### config.mk
export PLATFORM = sky130hd
export DESIGN_NAME = pipeline_ctrl
export DESIGN_NICKNAME = d
export VERILOG_FILES = /design/src/rtl/pipe_pkg.sv /design/src/rtl/pipeline_ctrl_div_counter.sv /design/src/rtl/pipeline_ctrl.sv
export SDC_FILE = /design/constraint.sdc
export NUM_CORES = 1
export LEC_CHECK = 0
export BUFFER_PORTS_ARGS = -buffer_cell sky130_fd_sc_hd__clkbuf_2
export CORE_AREA = 4 4 41 43
export CTS_BUF_LIST = sky130_fd_sc_hd__clkbuf_2 sky130_fd_sc_hd__clkbuf_4 sky130_fd_sc_hd__clkbuf_8
export CTS_CLUSTER_DIAMETER = 150
export DETAILED_ROUTE_END_ITERATION = 6
export DIE_AREA = 0 0 45 47
export PLACE_DENSITY = 0.69
export SYNTH_ARGS = -nofsm -noshare
export SYNTH_HDL_FRONTEND = slang
export SYNTH_SLANG_ARGS = --single-unit
### constraint.sdc
create_clock -name clk -period 2.3 [get_ports clk]
set_input_delay 0.23 -clock clk [delete_from_list [all_inputs] [get_ports clk]]
set_output_delay 0.23 -clock clk [all_outputs]
set_load 0.01 [all_outputs]
### src/rtl/pipe_pkg.sv
// Shared pipeline-control types: stage indices, per-register command vectors, controller state.
package pipe_pkg;
   localparam int NSTAGE = 5;
   localparam int PC     = 0;
   localparam int IFID   = 1;
   localparam int IDEX   = 2;
   localparam int EXMEM  = 3;
   localparam int MEMWB  = 4;

   typedef logic [NSTAGE-1:0] stage_vec_t;

   typedef enum logic [1:0] {
      RUN      = 2'd0,
      DIV      = 2'd1,
      EXC_WAIT = 2'd2
   } ctrl_state_t;

   // Hold every register from the PC up to and including stage s.
   function automatic stage_vec_t hold_thru(input int s);
      hold_thru = stage_vec_t'((32'd1 << (s + 1)) - 32'd1);
   endfunction

   function automatic stage_vec_t bubble_at(input int s);
      bubble_at = stage_vec_t'(32'd1 << s);
   endfunction
endpackage

### src/rtl/pipeline_ctrl_div_counter.sv
// Divide occupancy counter: loads on start, counts down while active, freezes on D-cache wait.
// busy_o holds EX while counting; done_o marks the cycle the quotient is valid.
module div_counter #(
   parameter int DIV_CYCLES = 32
) (
   input  logic clk,
   input  logic rst,
   input  logic start_i,
   input  logic freeze_i,
   input  logic abort_i,
   input  logic active_i,
   output logic busy_o,
   output logic done_o
);
   localparam int CW = $clog2(DIV_CYCLES);
   localparam logic [CW-1:0] CNT_LOAD = CW'(DIV_CYCLES - 1);

   logic [CW-1:0] cnt_q, cnt_d;
   logic          cnt_zero;

   assign cnt_zero = (cnt_q == '0);

   always_comb begin
      cnt_d = cnt_q;
      if (abort_i) begin
         cnt_d = '0;
      end else if (start_i) begin
         cnt_d = CNT_LOAD;
      end else if (active_i && !cnt_zero && !freeze_i) begin
         cnt_d = cnt_q - 1'b1;
      end
   end

   always_ff @(posedge clk or negedge rst) begin
      if (!rst) begin
         cnt_q <= '0;
      end else begin
         cnt_q <= cnt_d;
      end
   end

   assign busy_o = active_i & ~cnt_zero;
   assign done_o = active_i & cnt_zero & ~abort_i;
endmodule

### src/rtl/pipeline_ctrl.sv
// Central stall/flush generator for the 5-stage pipeline: prioritises exceptions, D-cache wait,
// divider occupancy, load-use and I-cache wait into per-register hold/bubble commands.
module pipeline_ctrl
   import pipe_pkg::*;
#(
   parameter int DIV_CYCLES = 32
) (
   input  logic       clk,
   input  logic       rst,
   input  logic       imem_wait,
   input  logic       dmem_wait,
   input  logic       load_use,
   input  logic       div_start,
   input  logic       exc_valid,
   output stage_vec_t stall,
   output stage_vec_t flush,
   output logic       div_busy,
   output logic       div_done,
   output logic       exc_redirect
);
   ctrl_state_t state_q, state_d;
   logic        in_run, in_div, in_exc;
   logic        exc_take, div_go, div_count, div_fin;
   stage_vec_t  stall_c, flush_c;
   logic        redirect_c;

   // Any unknown encoding behaves as RUN.
   always_comb begin
      in_run = 1'b0;
      in_div = 1'b0;
      in_exc = 1'b0;
      case (state_q)
         DIV:      in_div = 1'b1;
         EXC_WAIT: in_exc = 1'b1;
         default:  in_run = 1'b1;
      endcase
   end

   assign exc_take = exc_valid | in_exc;
   assign div_go   = in_run & div_start & ~exc_take;

   div_counter #(
      .DIV_CYCLES(DIV_CYCLES)
   ) u_div_counter (
      .clk      (clk),
      .rst      (rst),
      .start_i  (div_go),
      .freeze_i (dmem_wait),
      .abort_i  (exc_take),
      .active_i (in_div),
      .busy_o   (div_count),
      .done_o   (div_fin)
   );

   always_comb begin
      state_d    = RUN;
      stall_c    = '0;
      flush_c    = '0;
      redirect_c = 1'b0;
      if (exc_take) begin
         flush_c    = ~bubble_at(PC);
         redirect_c = ~imem_wait;
         state_d    = imem_wait ? EXC_WAIT : RUN;
      end else begin
         if (dmem_wait) begin
            stall_c = hold_thru(EXMEM);
            flush_c = bubble_at(MEMWB);
         end else if (div_count || (in_run && div_start)) begin
            stall_c = hold_thru(IDEX);
            flush_c = bubble_at(EXMEM);
         end else if (load_use) begin
            stall_c = hold_thru(IFID);
            flush_c = bubble_at(IDEX);
         end else if (imem_wait) begin
            stall_c = hold_thru(PC);
            flush_c = bubble_at(IFID);
         end
         if (div_go || (in_div && !div_fin)) begin
            state_d = DIV;
         end
      end
   end

   always_ff @(posedge clk or negedge rst) begin
      if (!rst) begin
         state_q <= RUN;
      end else begin
         state_q <= state_d;
      end
   end

   // Reset overrides the decoded commands combinationally so the datapath empties immediately.
   assign stall        = rst ? stall_c : '0;
   assign flush        = rst ? flush_c : '1;
   assign exc_redirect = rst & redirect_c;
   assign div_busy     = in_div;
   assign div_done     = div_fin;
endmodule

; ---- Yosys cells after proc, flatten, opt, wreduce, memory -nomap -nowiden
; Cells that the tools add are included.
[op_classes]
addsub = 1
eq_ne = 2
mux = 22
bitwise_logic = 10
n_reduce_logical = 12
[op_table]
columns = operator, count
row1 = 2-to-1 mux 5 bit, 7
row2 = 2-to-1 mux 4 bit, 3
row3 = 2-to-1 mux 2 bit, 4
row4 = bitwise AND 1 bit, 6
row5 = 2-to-1 mux 1 bit, 6
row6 = 2-to-1 mux 3 bit, 2
row7 = logical NOT 5 bit, 1
row8 = subtractor 5 x 1 -> 5 bit (second input constant), 1
row9 = logical AND 1 bit, 4
row10 = logical NOT 1 bit, 3
row11 = NOT 1 bit, 3
row12 = nonzero test 3 bit, 1
row13 = == test 2 x 1 -> 1 bit (second input constant), 1
row14 = == test 2 bit (second input constant), 1
row15 = logical OR 1 bit, 2
row16 = OR reduction 2 bit, 1
row17 = OR 1 bit, 1
[totals]
reg_bits = 7
inputBits = 7
out_inout_bits = 13
wordCells = 49

; ---- Logic depth before layout (Yosys ltp)
; Gate-level depths: netlist of run 1.
[logic_depth]
word_depth = 10
depth_mapped = 5
ltp_nobuf = 5

; ---- By module
; From an unflattened synthesis of run 1, not the netlist that was laid out.
[hier_totals]
hier_cells = 63
area_unflattened_um2 = 550.5
[by_module_without_submodules]
columns = mod, n_inst, cells_each, area_per_inst_um2, seq_area_each_um2
row1 = div_counter, 1, 31, 306.5, 125.1
row2 = pipeline_ctrl, 1, 32, 244.0, 50.0

; ---- Least setup slack after synthesis of run 1
; Ideal clock, no wire load.
[synth_path]
path_kind = register to output
from = register u_div_counter.cnt_q[0]
to = output port flush[1]
t_arrival_ns = 1.549
required_ns = 2.070
path_slack_ns = 0.521
path_stages_with_launch = 6
path_buffers = 0
path_cell_list = dfrtp_1 -> inv_1 -> ha_1 -> or4b_4 -> a21oi_2 -> a31o_1
[synth_between]
elab_chain_len = 8
[synth_rtl]
columns = item, line_no
row1 = "start, declared", pipeline_ctrl_div_counter.sv:18  ; logic [CW-1:0] cnt_q, cnt_d;
row2 = "start signal, assigned", pipeline_ctrl_div_counter.sv:38  ; cnt_q <= cnt_d;
row3 = logical NOT 5 bit, pipeline_ctrl_div_counter.sv:21  ; assign cnt_zero = (cnt_q == '0);
row4 = NOT 1 bit, pipeline_ctrl_div_counter.sv:42  ; assign busy_o = active_i & ~cnt_zero;
row5 = bitwise AND 1 bit, pipeline_ctrl_div_counter.sv:42
row6 = logical OR 1 bit, pipeline_ctrl.sv:68  ; end else if (div_count || (in_run && div_start)) begin
row7 = 2-to-1 mux 4 bit, pipeline_ctrl.sv:68
row8 = 2-to-1 mux 5 bit, pipeline_ctrl.sv:65  ; if (dmem_wait) begin
row9 = 2-to-1 mux 5 bit, pipeline_ctrl.sv:60  ; if (exc_take) begin
row10 = 2-to-1 mux 5 bit, pipeline_ctrl.sv:94  ; assign flush = rst ? flush_c : '1;
row11 = "end, declared", pipeline_ctrl.sv:16  ; output stage_vec_t flush,
; No other way between the ends.

; ---- Worst setup path after layout of run 1
[layout_path]
from = register u_div_counter.cnt_q[1]
to = output port flush[2]
; The elaborated chain is that of the path after synthesis.

==> results of run 1 <==
## registers in the layout, indices dropped and copies added, names as in the netlist
| signal | count |
|---|---|
| state_q | 2 |
| u_div_counter.cnt_q | 5 |
## per-layer routing
layer / track usage [%] / vias to the layer above / share of wire [%] / wire length, um
met1: 19.07 / 259 / 43 / 581
met2: 24.01 / 20 / 47 / 640
met3: 4.981 / 4 / 8.3 / 113
li1: - / 265 / - / -
met5: 0 / - / 0 / 0
met4: 8.772 / 0 / 2.2 / 30
## Yosys cell counts (all sizes together)
cell type,count,share of area (%)
nand2b,1,1.1
o31ai,1,1.4
nor2,7,4.7
conb,1,0.68
inv,6,4.1
a21boi,1,1.4
nor2b,2,2.3
o21bai,1,1.4
dfrtp,7,32
nand3,1,0.90
and4,3,5.6
or3b,1,1.6
nand2,4,2.7
a31o,2,3.2
or4b,1,2.5
nand3b,1,1.4
and2,1,1.1
a211oi,1,1.4
ha,3,6.8
o21ai,1,0.90
nor4bb,1,1.8
or3,1,1.1
a2111oi,2,9.9
a311oi,1,1.6
a21oi,4,4.3
nor3,4,3.6
buf,1,1.4
## area by class of cell
| type | count | area, um2 |
|---|---|---|
| repair buffers | 20 | 107.6 |
| well taps | 15 | 18.77 |
| multi-input cells | 46 | 357.8 |
| fillers | 129 | 589.3 |
| clock buffers | 4 | 30.03 |
| flip-flops and latches | 7 | 175.2 |
| inverters | 6 | 22.52 |
## per-stage QoR
step	instances	power, mW	setup slack [ns]
after floorplan	60	0.2308	0.5212
final	98	0.4046	0.1281
after CTS	98	0.4030	0.06160
after detailed placement	93	0.2707	0.3364
after global placement	93	0.2679	0.3813
after global routing	98	0.4288	0.03041
## repair_timing
action,4_1_cts,5_1_grt
endpoints found under the setup margin,0,2
hold endpoints to repair,7,0
gates resized for setup,0,1
hold buffers,1,0
## where the power goes
| part | total (mW) | switching [mW] | leakage, nW | internal [mW] |
|---|---|---|---|---|
| Combinational | 0.128 | 0.0734 | 0.217 | 0.0548 |
| Clock | 0.131 | 0.0524 | 0.0184 | 0.0785 |
| Sequential | 0.146 | 0.0114 | 0.0928 | 0.134 |
| Total | 0.405 | 0.137 | 0.328 | 0.267 |
## how the worst min path moves through the flow
stage,from,to,slack [ns]
6_report,imem_wait,state_q[1],0.25
3_3_place_gp,rst,u_div_counter.cnt_q[4],0.11
3_5_place_dp,rst,u_div_counter.cnt_q[2],0.11
2_1_floorplan,rst,state_q[0],-0.07
5_1_grt,imem_wait,state_q[1],0.26
4_1_cts,imem_wait,state_q[1],0.24
## kinds of logic (layout without fill, tap and decap cells)
kind of cell | count (synthesis) | after routing
and+or+nand+nor | 28 | 28
AOI/OAI and AO/OA | 14 | 14
DFF | 7 | 7
buffers and inverters | 7 | 30
adders and majority gates | 3 | 3
other | 1 | 1
==> impl_metrics.ini, run 1 <==
[status]
status = complete, no violations

[critical_path]
path_depth = 6
worstSetupPathType = flop to primary output
r2r_end = u_div_counter.cnt_q[1]
endpoint = flush[2]
required_ns = 2.07
worst_r2r_path_depth = 5
crit_chain = inv_1 -> ha_1 -> or4b_4 -> a21oi_4 -> a31o_1 -> clkbuf_2
cp-end-kind = primary output
cp_max_fo = 7
crit_path_top_delay_cell = or4b_4
worstPathArrival_ns = 1.94
cp-start-kind = flop
crit-reg2reg-launch = u_div_counter.cnt_q[1]
crit_family = simple AND/OR/NAND/NOR gates
r2r_slack_ns = 0.52
path_buf_inv = 2
slowest_delay_ns = 0.51
crit_path_start = u_div_counter.cnt_q[1]

[route]
drcViolationCount = 0
wirelength_mm = 1.366
drtIter0Drc = 15
post_drt_wl_per_cell_um = 13.94
ant_nets = 0
via_count = 548
drtPass1Iterations = 4
viasPerCell = 5.592

[final_layout]
fin_nets = 94
final_common_cell = clkbuf_2
drive_above_1_share_pct = 34.94
final_core_util_pct = 54.71
area_delta_synth_final_pct = 28.15
fin_area_um2 = 711.9
antenna_cells = 0
layout_common_cells = clkbuf_2 (18), nor2_1 (7), dfrtp_1 (7)

[global_route]
track_usage_pct = 15.53
grt_pass1_vias = 508
overflow = 0
antenna_found_initial = 0
grt_pass1_wl_mm = 2.290
grt_max_degree = 11

[synth]
synth.distinct_cells = 29
ys_seq_area_share_pct = 31.53
synth_xor_area_share_pct = 0
syn_avg_cell_area_um2 = 9.259
ys.warnings.count = 0
synth_fa_ha_area_share_pct = 6.757
synth_compound_area_share_pct = 25.23
synth_mux_area_share_pct = 0
syn_inst = 60
synthesis.area_um2 = 555.5
yosys.area_share.simple_pct = 30.41
synth_top_family_by_area = simple AND/OR/NAND/NOR gates
syn_nets = 70
synth_seq_cells = 7

[floorplan]
die-area_um2 = 2115
initial_core_util_pct = 42.69
ios = 20
die_width_um = 45
core-area_um2 = 1301
rows = 13
die_y_um = 47

[clock_tree]
clock_latency_ns = 0.26
cts_htree_levels = 1
clockRootBuffer = clkbuf_4
clock_path_buffers = 2
clk_pin_slew_worst_paths_ns = 0.06
cts_tree = yes
cts.sinks = 7
postCtsSetupRepairBufs = 0
cts-buffers-inserted = 3

[flow_run]
drv_cap = 0

[timing]
finalHoldViolCount = 0
fin_crit_sh_pct = 94.43
finalSetupViolations = 0
slew_violations = 0
rsz0062_at_grt = false
skew_ns = 0.003009
finalSetupTns_ns = 0
hold-worst-slack_ns = 0.2460
fin_crit_ns = 2.172
fmax_ghz = 0.4604

[power]
vdd_drop_max_mv = 0.3917
pwr_density_cell_nw_per_um2 = 568.4
leakagePower_nw = 0.3278

[place]
place_hpwl_mm = 1.072
portBuffers = 18
gp_congestion = 0.8160
placed_area_um2 = 664.4

[hold_path]
hold_depth = 2
min_path_type = primary input to flop
Power figures use the tool's default switching activity.
==> inputs of run 2 (changes only) <==
--- a/config.mk
+++ b/config.mk
@@ -6,12 +6,15 @@
 export NUM_CORES = 1
 export LEC_CHECK = 0
 export BUFFER_PORTS_ARGS = -buffer_cell sky130_fd_sc_hd__clkbuf_2
-export CORE_AREA = 4 4 41 43
+export CORE_ASPECT_RATIO = 1.25
+export CORE_MARGIN = 4
+export CORE_UTILIZATION = 25
 export CTS_BUF_LIST = sky130_fd_sc_hd__clkbuf_2 sky130_fd_sc_hd__clkbuf_4 sky130_fd_sc_hd__clkbuf_8
 export CTS_CLUSTER_DIAMETER = 150
 export DETAILED_ROUTE_END_ITERATION = 6
-export DIE_AREA = 0 0 45 47
-export PLACE_DENSITY = 0.69
+export PLACE_DENSITY = 0.46
+export REMOVE_ABC_BUFFERS = 1
+export SLEW_MARGIN = 20
 export SYNTH_ARGS = -nofsm -noshare
 export SYNTH_HDL_FRONTEND = slang
 export SYNTH_SLANG_ARGS = --single-unit
==> impl_metrics.ini, run 2 (same netlist as run 1, synthesis figures left out) <==
[floorplan]
die_width_um = 50.16
core-area_um2 = 2049
die-area_um2 = 3045
initial_core_util_pct = 27.11
rows = 18
ios = 20
die_y_um = 60.71

[clock_tree]
cts_htree_levels = 1
cts.sinks = 7
clk_pin_slew_worst_paths_ns = 0.06
clockRootBuffer = clkbuf_4
cts-buffers-inserted = 3
clock_path_buffers = 2
cts_tree = yes
clock_latency_ns = 0.26

[critical_path]
worst_r2r_path_depth = 5
required_ns = 2.07
r2r_slack_ns = 0.52
r2r_end = u_div_counter.cnt_q[1]
crit-reg2reg-launch = u_div_counter.cnt_q[0]
cp-start-kind = flop
cp-end-kind = primary output
worstPathArrival_ns = 1.95
worstSetupPathType = flop to primary output
cp_max_fo = 7

[power]
p_clk_share_pct = 32.4
switchingPower_mw = 0.1397
leakagePower_nw = 0.3276
combPwrFrac_pct = 31.9
p_seq_share_pct = 35.7
pwr_density_cell_nw_per_um2 = 558.0
power.internal_mw = 0.2681
sw_frac_of_total_pct = 34.25
vdd_drop_max_mv = 0.2508

[timing]
finalSetupViolations = 0
fmax_ghz = 0.4588
skew_ns = 0.001152
rsz0062_at_grt = false
fin_crit_ns = 2.180
setup_ws_ns = 0.1203
finalSetupTns_ns = 0
fin_crit_sh_pct = 94.77
slew_violations = 0
finalHoldViolCount = 0

[place]
dp_slack_ns = 0.3229
place_hpwl_mm = 1.092
gp_congestion = 0.7547
placed_area_um2 = 683.2
portBuffers = 18

[final_layout]
fill_cells = 211
area_delta_synth_final_pct = 31.53
layout_common_cells = clkbuf_2 (18), nor2_1 (7), dfrtp_1 (7)
final_core_util_pct = 35.65
reg_top3 = u_div_counter.cnt_q: 5 flops, state_q: 2 flops
fin_area_um2 = 730.7
fin_nets = 94
top_register = u_div_counter.cnt_q
largest_reg_flops = 5
final_common_cell = clkbuf_2
drive_above_1_share_pct = 34.94
antenna_cells = 0

[global_route]
track_usage_pct = 10.05
grt_pass1_wl_mm = 2.318
grt_pass1_vias = 545
overflow = 0
antenna_found_initial = 0
grt_max_degree = 11

[route]
wirelength_mm = 1.411
drtIter0Drc = 10
drtPass1Iterations = 4
viasPerCell = 4.770
via_count = 539
post_drt_wl_per_cell_um = 12.49
drcViolationCount = 0
ant_nets = 0

[hold_path]
hold_depth = 2
worstHoldStart = imem_wait
min_path_type = primary input to flop
whs_endpoint = state_q[1]

[status]
status = complete, no violations

[flow_run]
drv_cap = 0
==> run 2: worst max-delay path by stage <==
| stage | start | end | slack, ns |
|---|---|---|---|
| after floorplan | u_div_counter.cnt_q[0] | flush[1] | 0.52 |
| after global placement | u_div_counter.cnt_q[0] | flush[1] | 0.34 |
| after detailed placement | u_div_counter.cnt_q[0] | flush[1] | 0.32 |
| after CTS | u_div_counter.cnt_q[0] | flush[1] | 0.04 |
| after global routing | u_div_counter.cnt_q[0] | flush[1] | 0.01 |
| final | u_div_counter.cnt_q[0] | flush[1] | 0.12 |
==> run 2: cell type report <==
type	instances	area, um2	area share, %
sequential	7	175.2	23.97
inverter	6	22.52	3.082
multi-input combinational	46	357.8	48.97
tap	30	37.54	5.137
timing repair buffer	20	107.6	14.73
clock buffer	4	30.03	4.110
==> run 2: power groups by stage <==
| stage | registers [mW] | clock network, mW | logic (mW) |
|---|---|---|---|
| final | 0.145 | 0.132 | 0.130 |
| after global routing | 0.147 | 0.137 | 0.146 |
| after CTS | 0.145 | 0.132 | 0.127 |
| after detailed placement | 0.147 | 0 | 0.125 |
| after global placement | 0.147 | 0 | 0.125 |
| after floorplan | 0.144 | 0 | 0.0853 |
==> run 2: stage by stage <==
stage	hold slack (ns)	power (mW)	instances
after floorplan	-0.06559	0.2296	59
after global placement	0.1091	0.2719	108
after detailed placement	0.1076	0.2720	108
after CTS	0.2428	0.4037	113
after global routing	0.2549	0.4292	113
final	0.2343	0.4077	113
==> run 2: per-layer routing <==
metal	vias up	routed length [um]	global-route usage [%]
met2	20	694	17.16
met1	254	623	12.35
met5	-	0	0
li1	263	-	-
met4	0	8	4.743
met3	2	84	1.720
==> run 2: critical path, stage by stage (launching register included) <==
cell      delay, ns
dfrtp_1        0.42
inv_1          0.07
ha_1           0.17
or4b_4         0.51
a21oi_4        0.23
a31o_1         0.17
clkbuf_2       0.12
==> run 2: repair_timing <==
| action | in CTS | in global routing |
|---|---|---|
| buffers inserted | 0 | 0 |
| endpoints found under the hold margin | 7 | 0 |
| gates resized for setup | 0 | 1 |
| hold buffers | 1 | 0 |
| setup endpoints to repair | 0 | 4 |
==> inputs of run 3 (changes only) <==
--- a/config.mk
+++ b/config.mk
@@ -5,6 +5,7 @@
 export SDC_FILE = /design/constraint.sdc
 export NUM_CORES = 1
 export LEC_CHECK = 0
+export ABC_AREA = 1
 export BUFFER_PORTS_ARGS = -buffer_cell sky130_fd_sc_hd__clkbuf_2
 export CORE_ASPECT_RATIO = 1.25
 export CORE_MARGIN = 4
==> impl_metrics.ini, run 3 <==
[timing]
setup_ws_ns = 0.4106
fin_crit_ns = 1.889
fmax_ghz = 0.5293
finalSetupTns_ns = 0
rsz0062_at_grt = false
finalSetupViolations = 0
fin_crit_sh_pct = 82.15
finalHoldViolCount = 0
skew_ns = 0.004488
slew_violations = 0

[synth]
yosysTopAreaCellShare_pct = 30.11
synth_seq_cells = 7
ys_top_cells_by_count = nand2_1 (25), inv_1 (14), dfrtp_1 (7)
synth_edf_count = 0
synth.most_common_cell = nand2_1
synth.distinct_cells = 20
syn_avg_cell_area_um2 = 6.845
synthesis.area_um2 = 581.8
synth_ff_type = dfrtp_1
ys_seq_area_share_pct = 30.11
ys.warnings.count = 0
syn_inst = 85
async_reset_ff_share_pct = 100.0
post-synth-top-area-cell = dfrtp_1
yosys-top-cells-area = dfrtp_1 (30%), nand2_1 (16%), inv_1 (9.0%)

[global_route]
grt_max_degree = 11
overflow = 0
grt_pass1_wl_mm = 2.228
track_usage_pct = 9.507
antenna_found_initial = 0
grt_pass1_vias = 519

[route]
viasPerCell = 4.145
post_drt_wl_per_cell_um = 9.225
drtPass1Iterations = 2
drtIter0Drc = 2
ant_nets = 0
via_count = 572
drcViolationCount = 0
wirelength_mm = 1.273

[critical_path]
cp-start-kind = flop
cp-end-kind = primary output
cp_max_fo = 4
worstPathArrival_ns = 1.66
required_ns = 2.07
worstSetupPathType = flop to primary output

[place]
gp_congestion = 0.7475
dp_slack_ns = 0.6763
place_hpwl_mm = 1.093
portBuffers = 18

[clock_tree]
cts.sinks = 7
clk_pin_slew_worst_paths_ns = 0.05
hold_buffers = 1
cts-buffers-inserted = 3
clockRootBuffer = clkbuf_4
cts_resized = 0
clock_latency_ns = 0.26
postCtsSetupRepairBufs = 0
clock_path_buffers = 2
cts_htree_levels = 1
cts_tree = yes

[final_layout]
fill_cells = 255
layout_common_cells = nand2_1 (25), clkbuf_2 (18), inv_1 (14)
top_register = u_div_counter.cnt_q
antenna_cells = 0
drive_above_1_share_pct = 35.51
area_delta_synth_final_pct = 27.74
largest_reg_flops = 5
fin_nets = 118
final_common_cell = nand2_1
reg_top3 = u_div_counter.cnt_q: 5 flops, state_q: 2 flops

[hold_path]
min_path_type = primary input to flop

[flow_run]
drv_cap = 0

[power]
power_mw = 0.4821
vdd_drop_max_mv = 0.3159
pwr_density_cell_nw_per_um2 = 648.7
leakagePower_nw = 0.4238

[status]
status = complete, no violations

[floorplan]
die-area_um2 = 3168
core-area_um2 = 2211
initial_core_util_pct = 26.32
rows = 19
die_y_um = 61.94
die_width_um = 51.15
ios = 20
run 3: cell count changes in the layout (fill, tap and decap cells not counted), moves of 3 or more:
cell	before	now
nor3_1	4	1
nand2_1	4	25
nand3_2	0	3
nand2_2	0	4
inv_1	6	14
o21ai_2	0	4
nand3_1	1	5
o21ai_1	0	3
run 3: cell type report:
| class | instances | area, um2 | share of cell area [%] |
|---|---|---|---|
| sequential | 7 | 175.2 | 23.57 |
| multi-input combinational | 61 | 337.8 | 45.45 |
| clock buffer | 4 | 30.03 | 4.040 |
| inverter | 16 | 61.31 | 8.249 |
| timing repair buffer | 19 | 100.1 | 13.47 |
| tap | 31 | 38.79 | 5.219 |
run 3: where the power goes:
part | switching, mW | total (mW) | internal, mW
logic | 0.120 | 0.191 | 0.0714
registers | 0.0180 | 0.164 | 0.146
clock network | 0.0491 | 0.127 | 0.0782
run 3: final timing paths:
path | from | endpoint | slack (ns) | cells past startpoint
max | u_div_counter.cnt_q[0] | flush[2] | 0.41 | 7
min | imem_wait | state_q[1] | 0.22 | 3
max reg2reg | u_div_counter.cnt_q[0] | u_div_counter.cnt_q[0] | 0.92 | 7
min reg2reg | u_div_counter.cnt_q[4] | u_div_counter.cnt_q[4] | 0.54 | 2
max in group asynchronous | rst | state_q[1] | 1.75 | 2
min in group asynchronous | rst | u_div_counter.cnt_q[2] | 0.35 | 2
run 3: cell families (layout without fill, tap and decap cells):
kind of cell,after synthesis,count (layout),share of synthesized area (%)
and+or+nand+nor,46,46,38.92
buffers and inverters,17,39,11.83
other,1,1,0.6445
AOI/OAI and AO/OA,11,11,12.04
adders and majority gates,3,3,6.452
DFF,7,7,30.11
run 3: worst max-delay path, stage by stage, from the launching register on:
cell	delay [ns]
dfrtp_1	0.37
inv_1	0.14
ha_1	0.26
nand3_2	0.14
nand2_2	0.11
nand3_2	0.10
o21ai_1	0.14
clkbuf_2	0.15
run 3: routing by layer:
metal,vias up,share of wire (%),track usage [%]
met5,-,0,0
met4,0,2.6,8.077
met3,4,6.9,1.671
met2,19,42,14.55
met1,244,48,11.68
li1,305,-,-
run 3: metrics by stage:
step           std cells  utilization [%]  hold WS (ns)  instance area, um2
2_1_floorplan         84                -      -0.06559               574.3
4_1_cts              138            33.62        0.2151               743.2
3_3_place_gp         133            31.81        0.1037               703.2
6_report             138            33.62        0.2176               743.2
3_5_place_dp         133            31.81        0.1066               703.2
5_1_grt              138            33.62        0.2510               743.2
